[src/rtl/lfsr_seq_gen.sv]
// ---------------------------------------------------------------------------
// lfsr_seq_gen
//
// Purpose:
//   Runtime-configurable maximal-length-sequence generator for the DAC
//   excitation path. A Fibonacci LFSR, shifting left with feedback into the
//   LSB, is stepped once per chip. A chip lasts sel_div_i+1 clock cycles.
//   Each period is 2^width_p-1 chips and starts again from the latched seed.
//   The generator runs either for rep_i periods (a burst) or, when rep_i is
//   0, until stop_i is asserted.
//
// Ports:
//   clk          system clock
//   arst         asynchronous active-high reset
//   start_i      single-cycle start request, only honoured while idle
//   stop_i       abort request; while idle it also masks a simultaneous start
//   mask_i       feedback tap mask, latched at start
//   seed_i       initial LFSR state (0 is replaced by all-ones), latched at start
//   sel_div_i    chip length minus one, in clk cycles, latched at start
//   rep_i        periods per burst, 0 = continuous, latched at start
//   sig_o        current chip value (LFSR MSB, 0 when idle)
//   chip_stb_o   pulse on the first clk of every chip
//   period_end_o pulse on the last clk of every complete period
//   busy_o       generator running
//   done_o       pulse on the cycle after the final period of a burst
//   state_o      current LFSR state (debug, 0 when idle)
// ---------------------------------------------------------------------------
module lfsr_seq_gen #(
    parameter int width_p     = 8,
    parameter int div_width_p = 8,
    parameter int rep_width_p = 8
) (
    input  logic                   clk,
    input  logic                   arst,
    input  logic                   start_i,
    input  logic                   stop_i,
    input  logic [width_p-1:0]     mask_i,
    input  logic [width_p-1:0]     seed_i,
    input  logic [div_width_p-1:0] sel_div_i,
    input  logic [rep_width_p-1:0] rep_i,
    output logic                   sig_o,
    output logic                   chip_stb_o,
    output logic                   period_end_o,
    output logic                   busy_o,
    output logic                   done_o,
    output logic [width_p-1:0]     state_o
);

    localparam logic [0:0] st_idle = 1'b0;
    localparam logic [0:0] st_run  = 1'b1;

    // Index of the last chip in a period: 2^width_p-2.
    localparam logic [width_p-1:0] last_chip = {{(width_p-1){1'b1}}, 1'b0};

    logic [0:0]             fsm_q;
    logic [width_p-1:0]     lfsr_q;
    logic [width_p-1:0]     mask_q;
    logic [width_p-1:0]     seed_q;
    logic [div_width_p-1:0] div_q;
    logic [rep_width_p-1:0] rep_q;
    logic [div_width_p-1:0] div_cnt_q;
    logic [width_p-1:0]     chip_cnt_q;
    logic [rep_width_p-1:0] rep_cnt_q;
    logic                   done_q;

    logic                   running;
    logic                   div_wrap;
    logic                   chip_last;
    logic                   feedback;
    logic [rep_width_p-1:0] rep_next;
    logic                   burst_over;
    logic [width_p-1:0]     seed_eff;

    // Decode of the counters and the next-state helpers.
    always_comb begin
        running    = (fsm_q == st_run);
        div_wrap   = (div_cnt_q == div_q);
        chip_last  = (chip_cnt_q == last_chip);
        feedback   = ^(lfsr_q & mask_q);
        rep_next   = rep_cnt_q + 1'b1;
        burst_over = (rep_q != '0) && (rep_next == rep_q);
        // An all-zero seed would lock the register up, so substitute all-ones.
        seed_eff   = (seed_i == '0) ? '1 : seed_i;
    end

    // The LFSR register is cleared whenever the generator is idle, so the
    // chip value and the debug state read 0 outside a run without extra muxing.
    always_comb begin
        busy_o       = running;
        sig_o        = lfsr_q[width_p-1];
        state_o      = lfsr_q;
        chip_stb_o   = running && (div_cnt_q == '0);
        period_end_o = running && div_wrap && chip_last;
        done_o       = done_q;
    end

    // Main sequencer. In IDLE it latches the configuration on start. In RUN
    // the divider is stepped every clk, the LFSR every chip, and at each
    // period boundary the state is reloaded from the seed rather than shifted,
    // so that non-maximal masks still give identical periods.
    always_ff @(posedge clk or posedge arst) begin
        if (arst) begin
            fsm_q      <= st_idle;
            lfsr_q     <= '0;
            mask_q     <= '0;
            seed_q     <= '0;
            div_q      <= '0;
            rep_q      <= '0;
            div_cnt_q  <= '0;
            chip_cnt_q <= '0;
            rep_cnt_q  <= '0;
            done_q     <= 1'b0;
        end else begin
            done_q <= 1'b0;
            case (fsm_q)
                st_idle: begin
                    if (start_i && !stop_i) begin
                        fsm_q      <= st_run;
                        mask_q     <= mask_i;
                        seed_q     <= seed_eff;
                        div_q      <= sel_div_i;
                        rep_q      <= rep_i;
                        lfsr_q     <= seed_eff;
                        div_cnt_q  <= '0;
                        chip_cnt_q <= '0;
                        rep_cnt_q  <= '0;
                    end
                end
                st_run: begin
                    if (stop_i) begin
                        fsm_q      <= st_idle;
                        lfsr_q     <= '0;
                        div_cnt_q  <= '0;
                        chip_cnt_q <= '0;
                        rep_cnt_q  <= '0;
                    end else if (!div_wrap) begin
                        div_cnt_q <= div_cnt_q + 1'b1;
                    end else begin
                        div_cnt_q <= '0;
                        if (!chip_last) begin
                            chip_cnt_q <= chip_cnt_q + 1'b1;
                            lfsr_q     <= {lfsr_q[width_p-2:0], feedback};
                        end else begin
                            chip_cnt_q <= '0;
                            if (burst_over) begin
                                fsm_q     <= st_idle;
                                lfsr_q    <= '0;
                                rep_cnt_q <= '0;
                                done_q    <= 1'b1;
                            end else begin
                                lfsr_q    <= seed_q;
                                rep_cnt_q <= rep_next;
                            end
                        end
                    end
                end
                default: begin
                    fsm_q <= st_idle;
                end
            endcase
        end
    end

endmodule

[config.mk]
export PLATFORM = sky130hd
export DESIGN_NAME = lfsr_seq_gen
export DESIGN_NICKNAME = d
export VERILOG_FILES = /design/src/rtl/lfsr_seq_gen.sv
export SDC_FILE = /design/constraint.sdc
export NUM_CORES = 1
export LEC_CHECK = 0
export BUFFER_PORTS_ARGS = -buffer_cell sky130_fd_sc_hd__buf_2
export CAP_MARGIN = 15
export CORE_UTILIZATION = 25
export CTS_CLUSTER_DIAMETER = 30
export DETAILED_ROUTE_END_ITERATION = 6
export GPL_ROUTABILITY_DRIVEN = 0
export RECOVER_POWER = 100
export SYNTH_ARGS = -nofsm -noshare
export SYNTH_HDL_FRONTEND = slang
export SYNTH_SLANG_ARGS = --single-unit
export TNS_END_PERCENT = 5
[constraint.sdc]
create_clock -name clk -period 2.51 [get_ports clk]
set_input_delay 0.502 -clock clk [delete_from_list [all_inputs] [get_ports clk]]
set_output_delay 0.502 -clock clk [all_outputs]
set_load 0.05 [all_outputs]
==> summary.txt <==
Run status
  – Status: complete, but fails checks
  – Failing checks: capacitance limit, slew limit

Power and ir drop
  – Pwr dens: about 850 nW/um^2
  – Leak pwr: about 1.7 nW
  – Max IR drop VDD: about 0.37 mV

Die
  – Num ports: 49
  – Row cnt: 43
  – DIE WIDTH: around 120 um
  – Core ar.: between 10,000 and 15,000 um^2
  – Die height: 122 um
  – Initial Utilization: 0.257
  – Die area: 14,800 um^2

Worst setup path
  – Worst Path Required: 2.01 ns
  – Path depth of the worst reg2reg path: 7
  – FF-to-FF End: rep_cnt_q[4]
  – Startpoint Class: flip-flop
  – Worst R2R Setup Slack: 0.17 ns
  – FF-to-FF Start: rep_cnt_q[0]
  – Crit end category: primary output
  – Kind of critical path: reg2out
  – Crit Path Max Fanout: 6
  – Crit path DAT: roughly 1.9 ns

Logic synthesis
  – Synth async-reset ratio: 1.00
  – Syn nets: ~390
  – Synthesized instance count: 345
  – Cell Area, Synth: around 3600 um^2
  – Synth top area share: 0.463
  – Synth area leaders: dfrtp_1, mux2_2, xnor2_1
  – Synth Area in Adders: 0.0175
  – Unique masters post-synth: 52
  – Avg Cell Area, Syn: roughly 10 um^2
  – Complex-gate fraction of the synthesized area: 0.153
  – Number of synthesized flops with an enable pin: 0
  – Xor and xnor fraction of the mapped netlist area: 0.0687
  – Synth area leader: dfrtp_1
  – Proportion of synthesized area in mux cells: 0.0985
  – Part of the Yosys area used for sequential elements: 0.463
  – Ys Warns: 0
  – Seq cells post-synth: 66
  – Main combinational cell family by area after synthesis: simple AND/OR/NAND/NOR gates
  – Most used DFF post-synth: dfrtp_1
  – Simple-gate portion of the synthesized area: 0.170

Final layout
  – Filler cells: 1,481
  – Most frequent cells in the layout: dfrtp_1, nand2_1, buf_2
  – Core Util, Final: 0.311
  – Layout area overhead: 21.0%
  – Fin area: about 4300 um^2
  – Antenna cells: 0
  – Share of cells above drive strength 1: 0.244
  – Final #Nets: 437
  – Commonest non-fill, non-tap cell in the layout: dfrtp_1

Placement
  – Area after DPL: 4040 um^2
  – Post-Place Setup Slack: 0.201 ns
  – DP Wirelength: 5.78 mm
  – Port Buffers: 48

Worst hold path
  – Hold_sp: mask_i[7]
  – WHS Endpoint: mask_q[7]
  – Hold Path Cell Cnt: 2
  – Worst hold path type: in2reg

Timing
  – Setup_tns: 0 ns
  – Clock Skew: 0.00804 ns
  – Minimum clock period: 2.40 ns
  – Finish-stage setup viols: 0
  – Max Fclk: 417 MHz
  – Slew Limit Fails: 67
  – Max transition margin: -0.141
  – Final hold violations: 0
  – Final worst slack: approximately 0.11 ns
  – Final Cycle Share: 0.956
  – Worst Tran Pin Value: around 1.7 ns

CTS
  – Clock Latency Late Sink: about 0.34 ns
  – Hold_buf cts: 0
  – Worst-path clk slew: 0.06 ns
  – Post-CTS sizing: 0
  – CTS Buf Count: 9
  – CTS sink count: 66
  – Clk root buf: clkbuf_16
  – Clock buffer depth: 2
  – H-tree depth: 3
  – Post-CTS setup buffers: 0
  – TritonCTS clock tree: yes

Detailed routing
  – DR vias/cell: just under 5
  – Routed Antenna Nets: 0
  – Initial DRC count: ~110
  – Final WL: 8.45 mm
  – # DRC: 0
  – Vias: 2,835
  – DRT Pass-1 Iters: 5
  – WL per Instance: 14.5 um

Global route
  – GRT Overall Usage: 0.127
  – Maximum number of pins on one net before global-route repair: 67
  – First-pass GRT wire length: 14.2 mm
  – Vias in the first global route: approximately 2,900
  – Global route overflow: 0
  – Initial antenna violation count: 0

Job
  – Max-Cap Viols: 1
==> Yosys cell counts, types with 3 or more instances <==
cell and count:
o311ai_2 3, ha_1 5, mux2_2 25, nor3_1 4, buf_4 6, inv_1 6
a21oi_1 12, o21ai_0 16, o2111ai_1 7, o2bb2ai_1 7, nand2_1 42, mux2i_1 7
xnor2_1 22, xor2_1 6, nand4_1 6, nand3_1 7, o21ai_1 8, dfrtp_1 66
or4_1 3, buf_2 3, clkbuf_1 6, nand2b_1 4, nor4_1 5, or3_1 3
nor2_1 32
==> state kept, by name (all words and copies together), names as in the netlist <==
register    flops
div_cnt_q       8
state_o         8
mask_q          8
div_q           8
busy_o          1
done_o          1
rep_cnt_q       8
rep_q           8
seed_q          8
chip_cnt_q      8
==> kinds of logic after synthesis <==
family | Yosys count
mux | 32
simple gates | 121
buf+inv | 21
compound gates | 72
fa+ha+maj | 5
xor+xnor | 28
flops | 66
==> where the power goes <==
part	total, mW	switching (mW)	internal (mW)
Sequential	1.38	0.156	1.23
Combinational	0.812	0.500	0.312
Clock	1.46	0.477	0.979
==> routing by layer <==
layer,GRT usage,up-vias,part of all wire
met5,0,-,0
met4,0.0478,0,0.015
met3,0.0461,10,0.047
met2,0.199,61,0.47
met1,0.158,1406,0.47
li1,-,1358,-
==> area by class of cell <==
cell class                      instances  area, um^2  share of cell area
Clock buffer                           13         280              0.0649
Tap cell                              180         225              0.0521
Sequential cell                        66        1650               0.382
Multi-Input combinational cell        258        1800               0.416
Timing Repair Buffer                   55         277              0.0640
Clock inverter                          3        68.8              0.0159
Inverter                                6        22.5             0.00521
==> through the flow <==
| step | power, mW | std cells | hold WS [ns] |
|---|---|---|---|
| floorplan | 2.01 | 345 | 0.481 |
| global placement | 2.22 | 565 | 0.490 |
| detailed placement | 2.24 | 565 | 0.497 |
| CTS | 3.73 | 581 | 0.253 |
| global route | 3.83 | 581 | 0.380 |
| finish | 3.65 | 581 | 0.389 |
==> how the worst max path moves through the flow <==
| stage | from | slack [ns] | cells after the start | endpoint |
|---|---|---|---|---|
| final | div_cnt_q[0] | 0.11 | 5 | chip_stb_o |
| after global placement | rep_cnt_q[0] | 0.30 | 7 | rep_cnt_q[3] |
| after global routing | div_cnt_q[5] | -0.02 | 5 | period_end_o |
| after floorplan | busy_o | 0.23 | 2 | chip_stb_o |
| after detailed placement | rep_cnt_q[0] | 0.20 | 7 | rep_cnt_q[3] |
| after CTS | div_cnt_q[5] | 0.004 | 5 | period_end_o |
==> critical path, stage by stage, from the launching register on <==
cell      delay, ns
dfrtp_1        0.43
inv_1          0.08
ha_1           0.14
or4bb_1        0.48
nor2_1         0.14
clkbuf_2       0.29
Power figures use the tool's default switching activity.
